### config.mk
export PLATFORM = sky130hd
export DESIGN_NAME = muldiv_sequencer
export DESIGN_NICKNAME = d
export VERILOG_FILES = /design/src/rtl/muldiv_sequencer.sv
export SDC_FILE = /design/constraint.sdc
export NUM_CORES = 1
export LEC_CHECK = 0
export ABC_AREA = 1
export ABC_CLOCK_PERIOD_IN_PS = 5620
export BUFFER_PORTS_ARGS = -buffer_cell sky130_fd_sc_hd__buf_4
export CAP_MARGIN = 0
export CORE_UTILIZATION = 45
export DETAILED_ROUTE_END_ITERATION = 8
export SETUP_SLACK_MARGIN = 0.02
export SYNTH_ARGS = -nofsm -noshare
export SYNTH_HDL_FRONTEND = slang
export SYNTH_SLANG_ARGS = --single-unit
export TNS_END_PERCENT = 20
### constraint.sdc
create_clock -name clk -period 5.62 [get_ports clk]
set_clock_uncertainty 0.2 [all_clocks]
set_input_delay 0.562 -clock clk [delete_from_list [all_inputs] [get_ports clk]]
set_output_delay 0.562 -clock clk [all_outputs]
set_load 0.005 [all_outputs]
### src/rtl/muldiv_sequencer.sv
// Iterative RISC-V M-extension unit: radix-2 shift-add multiply and restoring divide.
// Holds the pipeline via a combinational stall until the registered result is ready.
module muldiv_sequencer #(
  parameter int unsigned XLEN = 32
) (
  input  logic            clk,
  input  logic            reset,
  input  logic            start,
  input  logic            flush,
  input  logic [2:0]      ALUOp,
  input  logic [6:0]      Funct7,
  input  logic [2:0]      Funct3,
  input  logic [XLEN-1:0] SrcA,
  input  logic [XLEN-1:0] SrcB,
  output logic            is_muldiv,
  output logic            stall,
  output logic            busy,
  output logic            done,
  output logic [XLEN-1:0] result
);

  localparam int unsigned CW = $clog2(XLEN + 1);
  localparam logic [XLEN-1:0] MIN_NEG = {1'b1, {(XLEN-1){1'b0}}};

  typedef enum logic [1:0] {S_IDLE, S_RUN, S_FIX, S_DONE} state_e;

  state_e              state_q;
  logic [CW-1:0]       cnt_q;
  logic [2:0]          op_q;
  logic                neg_res_q;
  logic                neg_rem_q;
  logic [XLEN-1:0]     a_q;
  logic [XLEN-1:0]     b_q;
  logic [2*XLEN-1:0]   acc_q;
  logic [XLEN:0]       rem_q;

  logic                accept;
  logic                is_div;
  logic                sign_a_op;
  logic                sign_b_op;
  logic                neg_a;
  logic                neg_b;
  logic [XLEN-1:0]     abs_a;
  logic [XLEN-1:0]     abs_b;
  logic                div_zero;
  logic                div_ovf;
  logic [XLEN-1:0]     special_res;
  logic [XLEN:0]       mul_sum;
  logic [2*XLEN-1:0]   mul_next;
  logic [XLEN+1:0]     div_shift;
  logic [XLEN+1:0]     div_diff;
  logic                div_ge;
  logic [2*XLEN-1:0]   prod;
  logic [XLEN-1:0]     quo;
  logic [XLEN-1:0]     rem;
  logic [XLEN-1:0]     fix_res;

  assign is_muldiv = (ALUOp == 3'b010) && (Funct7 == 7'b0000001);
  assign accept    = start && is_muldiv && (state_q == S_IDLE) && !flush;
  assign stall     = accept || (state_q == S_RUN) || (state_q == S_FIX);
  assign busy      = (state_q != S_IDLE);
  assign done      = (state_q == S_DONE);

  // Operand signedness per Funct3, then magnitudes and special-case detection
  assign is_div    = Funct3[2];
  assign sign_a_op = is_div ? !Funct3[0] : ((Funct3[1:0] == 2'b01) || (Funct3[1:0] == 2'b10));
  assign sign_b_op = is_div ? !Funct3[0] : (Funct3[1:0] == 2'b01);
  assign neg_a     = sign_a_op && SrcA[XLEN-1];
  assign neg_b     = sign_b_op && SrcB[XLEN-1];
  assign abs_a     = neg_a ? -SrcA : SrcA;
  assign abs_b     = neg_b ? -SrcB : SrcB;
  assign div_zero  = is_div && (SrcB == '0);
  assign div_ovf   = is_div && !Funct3[0] && (SrcA == MIN_NEG) && (SrcB == '1);

  always_comb begin
    special_res = '0;
    if (div_zero)     special_res = Funct3[1] ? SrcA : '1;
    else if (div_ovf) special_res = Funct3[1] ? '0 : SrcA;
  end

  // One iteration step of each datapath
  assign mul_sum   = {1'b0, acc_q[2*XLEN-1:XLEN]} + (acc_q[0] ? {1'b0, a_q} : '0);
  assign mul_next  = {mul_sum, acc_q[XLEN-1:1]};
  assign div_shift = {rem_q, a_q[XLEN-1]};
  assign div_diff  = div_shift - {2'b00, b_q};
  assign div_ge    = !div_diff[XLEN+1];

  assign prod = neg_res_q ? -acc_q : acc_q;
  assign quo  = neg_res_q ? -a_q : a_q;
  assign rem  = neg_rem_q ? -rem_q[XLEN-1:0] : rem_q[XLEN-1:0];

  always_comb begin
    fix_res = '0;
    case (op_q)
      3'b000:                 fix_res = prod[XLEN-1:0];
      3'b001, 3'b010, 3'b011: fix_res = prod[2*XLEN-1:XLEN];
      3'b100, 3'b101:         fix_res = quo;
      default:                fix_res = rem;
    endcase
  end

  always_ff @(posedge clk) begin
    if (reset) begin
      state_q   <= S_IDLE;
      cnt_q     <= '0;
      op_q      <= '0;
      neg_res_q <= 1'b0;
      neg_rem_q <= 1'b0;
      a_q       <= '0;
      b_q       <= '0;
      acc_q     <= '0;
      rem_q     <= '0;
      result    <= '0;
    end else if (flush) begin
      state_q <= S_IDLE;
    end else begin
      case (state_q)
        S_IDLE: begin
          if (accept) begin
            op_q      <= Funct3;
            neg_res_q <= neg_a ^ neg_b;
            neg_rem_q <= neg_a;
            a_q       <= abs_a;
            b_q       <= abs_b;
            acc_q     <= {{XLEN{1'b0}}, abs_b};
            rem_q     <= '0;
            cnt_q     <= CW'(XLEN);
            if (div_zero || div_ovf) begin
              result  <= special_res;
              state_q <= S_DONE;
            end else begin
              state_q <= S_RUN;
            end
          end
        end
        S_RUN: begin
          if (op_q[2]) begin
            rem_q <= div_ge ? div_diff[XLEN:0] : div_shift[XLEN:0];
            a_q   <= {a_q[XLEN-2:0], div_ge};
          end else begin
            acc_q <= mul_next;
          end
          cnt_q <= cnt_q - CW'(1);
          if (cnt_q == CW'(1)) state_q <= S_FIX;
        end
        S_FIX: begin
          result  <= fix_res;
          state_q <= S_DONE;
        end
        default: state_q <= S_IDLE;
      endcase
    end
  end

endmodule

# [After elaboration in Yosys (flattened, before gate mapping)]
# Index checks and enable logic that the tools add are counted.
# Widths: inputs -> output; s select.
[word_totals] register_bits=206 input_bits=81 wordCells=104
[classes] add_sub_neg=8 eq_ne=20 muxes=32 bitwise=2 reduce_logical=32
[op_table] cell="$mux 32" n=13
[op_table] cell="$mux 64" n=3
[op_table] cell="$neg 32->32" n=4
[op_table] cell="$pmux 32 s2" n=2
[op_table] cell="$pmux 64 s2" n=1
[op_table] cell="$mux 33" n=3
[op_table] cell="$pmux 32 s3" n=1
[op_table] cell="$pmux 33 s2" n=1
[op_table] cell="$eq 32x32->1 const B" n=2
[op_table] cell="$neg 64->64" n=1
[op_table] cell="$sub 34x32->34" n=1
[op_table] cell="$add 32x32->33" n=1
[op_table] cell="$logic_not 32->1" n=1
[op_table] cell="$pmux 6 s2" n=1
[op_table] cell="$reduce_and 4->1" n=3
[op_table] cell="$logic_and 1x1->1" n=10
[op_table] cell="$eq 3x2->1 const B" n=3
[op_table] cell="$eq 7x1->1 const B" n=1
[op_table] cell="$eq 2x2->1 const B" n=3
[op_table] cell="$eq 3x3->1 const B" n=2
[op_table] cell="$eq 6x1->1 const B" n=1
[op_table] cell="$mux 2" n=3
[op_table] cell="$mux 6" n=1
[op_table] cell="$ne 2x2->1 const B" n=3
[op_table] cell="other kinds (17)" n=29

# [Logic depth before layout (Yosys ltp)]
[logic_depth] ltp_word=9 ltp_mapped=20 depth_no_buf=18

# [Worst setup path before layout]
# OpenSTA, ideal clock, no wires.
[synth_path] path_type="reg-to-reg" startpoint="register acc_q[0]" endpoint="register acc_q[61]" arrival_time_ns=2.518 t_required_ns=5.288 path_slack_ns=2.770 stages_incl_launch_ff=20 path_buffers=2 cell_sequence="dfxtp_1 > buf_2 > clkbuf_1 > nand2_1 > inv_1 > ha_1 > inv_1 > fa_1 > inv_1 > nand2_1 > o21ai_1 > a21oi_1 > o21ai_1 > nand2_1 > nand2_1 > nand2_1 > nand2_1 > nand2_1 > nand3_1 > a21oi_1"
[synth_via] elab_chain_len=4
[synth_rtl] item="from (decl)" line="34" source="logic [2*XLEN-1:0] acc_q;"
[synth_rtl] item="from (signal assigned)" line="125" source="acc_q <= {{XLEN{1'b0}}, abs_b};"
[synth_rtl] item="from (signal assigned)" line="141" source="acc_q <= mul_next;"
[synth_rtl] item="$mux 32" line="82" source="assign mul_sum = {1'b0, acc_q[2*XLEN-1:XLEN]} + (acc_q[0] ? {1'b0, a_q} : '0);"
[synth_rtl] item="$add 32x32->33" line="82"
[synth_rtl] item="$mux 64" line="137" source="if (op_q[2]) begin"
[synth_rtl] item="$pmux 64 s2" line="117" source="case (state_q)"
# No other way between the ends. The select of a mux whose other input is x is not followed.
# A chain may end at the register's enable or synchronous reset.

# [Worst setup path in the final report]
[layout_path] startpoint="register state_q[1]" endpoint="register acc_q[24]"
[layout_via] elab_chain_len=5
[layout_rtl] item="from (decl)" line="27" source="state_e state_q;"
[layout_rtl] item="from (signal assigned)" line="104" source="state_q <= S_IDLE;"
[layout_rtl] item="from (signal assigned)" line="115" source="state_q <= S_IDLE;"
[layout_rtl] item="from (signal assigned)" line="130" source="state_q <= S_DONE;"
[layout_rtl] item="$logic_not 2->1" line="59, 117"
[layout_rtl] item="$logic_and 1x1->1 (2 in a row)" line="59" source="assign accept = start && is_muldiv && (state_q == S_IDLE) && !flush;"
[layout_rtl] item="$ne 2x2->1 (no line)"
[layout_rtl] item="$reduce_and 4->1 (no line)"
# Parallel ways exist; a longest one is shown, timed or not.

==> results.cfg <==
[routing]
wl_per_cell_um = 20.7
remaining_drc_errors = 0
totalWireLength_mm = 88.8
ant_nets = 0
first_iter_violations = 3004
via_per_inst = 5.79
drt-pass1-iter-count = 8
num_vias = 24800

[final_layout]
fin_area_um2 = 22400
utilization_pct = 50.5
nets = 3839
syn2layout_area_growth_pct = 10.5
drive_above_1_share_pct = 7.14

[sta]
holdWs_ns = 0.0846
fin_ws_ns = 1.84
hold_viol = 0
rsz0062_at_grt = false
slew-limit-headroom_pct = 11.3
period_minus_slack_ns = 3.78
tns_ns = 0
fin_crit_sh_pct = 67.3
worst_pin_slew_ns = 1.32
setup_viol = 0
fmax_mhz = 264
drv_slew = 0

[synthesis]
syn_avg_cell_area_um2 = 5.56
syn-cell-area_um2 = 20300
syn-num-nets = 3805
ys_seq_elements = 206
ys_seq_area_share_pct = 20.4
synth_warnings = 0
synthCells = 3644
synth.distinct_cells = 53

[floorplan]
io_pins = 117
die_x_um = 214
core_region_area_um2 = 44300
rows = 77
initial_core_util_pct = 45.7
die_h_um = 214
die_area_um2 = 45900

[pwr]
max-vdd-ir-drop_uv = 217
leakagePower_nw = 11.4
p_per_area_nw_per_um2 = 159

[critical_path]
cp_data_required_time_ns = 5.90
worstReg2RegEnd = acc_q[24]
r2r_slack_ns = 1.84
worstRegToRegCells = 11
worstReg2RegStart = state_q[1]
crit_arrival_ns = 4.06
startpoint_type = register
crit_fanout = 93
crit_path_end_kind = register
crit_type = reg -> reg

[clocking]
cts_setup_buffers = 0
cts_resized = 0
clk_pin_slew_ns = 0.06
cts_buffer_depth = 3
h-tree-depth = 1
clk_latency_ns = 0.58
root_buffer = clkbuf_16
tritoncts = built
numCtsBuffers = 26
holdBufCountCts = 0
cts_sinks = 206

[placed_design]
hpwl_mm = 71.6
gp_congestion = 1.05
placed_area_um2 = 21500
port_buffers = 116
preCtsSetupSlack_ns = 1.93

[global_route]
grt_max_degree = 94
antenna_found_initial = 8
grt_first_pass_wirelength_mm = 134
grt.overflow.total = 0
grt_pass1_vias = 22400
track_usage_pct = 37.5

[worst_hold_path]
min_to = op_q[0]
min_path_cells = 3
hold_start = Funct3[0]
hp-class = in -> reg

[outcome]
status = finished clean

[run]
cap_violations = 0
## kinds of logic after synthesis
| family | count (synthesis) | share of synthesized area [%] |
|---|---|---|
| AO/OA/AOI/OAI | 718 | 18.7 |
| XOR/XNOR | 73 | 3.16 |
| adder cells (fa/ha/maj) | 80 | 5.02 |
| buffers and inverters | 589 | 11.3 |
| flip-flops | 206 | 20.4 |
| AND/OR/NAND/NOR | 1978 | 41.5 |
## sequential cells by signal (all words and copies together) (netlist names)
name / count
acc_q: 64
rem_q: 33
a_q: 32
b_q: 32
result: 32
cnt_q: 6
op_q: 3
state_q: 2
neg_rem_q: 1
neg_res_q: 1
## cells in the final DEF, fill, tap and decap left out, drive strengths merged, types with 2 or more instances in the layout
master	count
nand3	332
a22oi	2
buf	135
nand4	71
inv	458
bufinv	2
xor2	47
fa	2
clkbuf	38
nor4	5
xnor2	26
nor3	42
o211ai	10
dfxtp	206
clkinv	6
a21boi	4
o22ai	5
nor2	479
a21oi	364
clkinvlp	2
o221ai	3
diode	2
nand2	1005
o21ai	291
o31ai	4
a211oi	11
a21o	5
ha	78
or2	10
nand3b	31
a31oi	2
o21bai	14
## report_power, final
| group | leakage [nW] | total [mW] | internal (mW) | switching [mW] |
|---|---|---|---|---|
| Combinational | 9.30 | 0.317 | 0.0991 | 0.218 |
| Clock | 0.436 | 1.78 | 1.06 | 0.721 |
| Sequential | 1.66 | 1.46 | 1.46 | 0.000438 |
## per-stage QoR
| step | power, mW | std cells |
|---|---|---|
| after detailed placement | 1.80 | 4242 |
| final | 3.55 | 4290 |
| after global placement | 1.80 | 4242 |
| after global routing | 3.64 | 4288 |
| after CTS | 3.56 | 4288 |
| after floorplan | 1.65 | 3644 |
## worst max path at each step
stage	startpoint	endpoint	slack, ns	depth (start not counted)
after floorplan	acc_q[0]	acc_q[61]	2.77	19
after global placement	SrcB[31]	result[26]	1.81	13
after detailed placement	state_q[1]	acc_q[24]	1.93	11
after CTS	state_q[1]	acc_q[24]	1.92	11
after global routing	state_q[0]	acc_q[9]	1.55	12
final	state_q[1]	acc_q[24]	1.84	11
## synth_stat cells, drive strengths merged
library cell | number | area share [%]
o211ai | 10 | 0.37
xor2 | 47 | 2.0
o22ai | 5 | 0.15
or3 | 1 | 0.031
o32ai | 1 | 0.043
dfxtp | 206 | 20
a21oi | 364 | 9.1
buf | 42 | 1.1
nor3 | 42 | 1.1
nand3b | 31 | 1.1
a211oi | 11 | 0.41
o221ai | 3 | 0.13
ha | 78 | 4.8
xnor2 | 26 | 1.1
o21a | 1 | 0.037
nand2 | 1005 | 19
a21boi | 4 | 0.15
a21o | 5 | 0.19
a221oi | 1 | 0.043
nor4 | 5 | 0.15
clkbuf | 87 | 1.6
nor2 | 479 | 9.3
a31oi | 2 | 0.062
clkinv | 2 | 0.062
and2 | 1 | 0.031
a22oi | 2 | 0.074
o21ai | 291 | 7.2
fa | 2 | 0.20
or2 | 10 | 0.31
o31ai | 4 | 0.15
inv | 458 | 8.5
nand3 | 332 | 8.3
nor3b | 1 | 0.037
o21bai | 14 | 0.52
nand4 | 71 | 2.3
## worst max-delay path: stages (launching register included)
cell,delay (ns)
dfxtp_1,0.35
inv_1,0.11
ha_2,0.19
buf_4,0.74
nand3_2,0.33
nand2_2,0.28
o21ai_4,0.08
buf_4,0.32
inv_2,0.64
o211ai_1,0.17
o211ai_1,0.13
inv_1,0.06
## per-layer routing
metal  GRT usage (%)  routed length [µm]
met1            53.6               39200
met2            54.9               36100
met3            8.54               10100
met4            13.0                3280
met5               0                  92
## layout make-up
class	instances	area, µm²
flip-flops and latches	206	4130
inverters	460	1730
fillers	4914	21900
repair buffers	135	1010
well taps	592	741
clock buffers	38	786
multi-input cells	2849	13900
clock inverters	8	106
diodes	2	5.00
No activity file was read; power rests on OpenSTA's default activity.
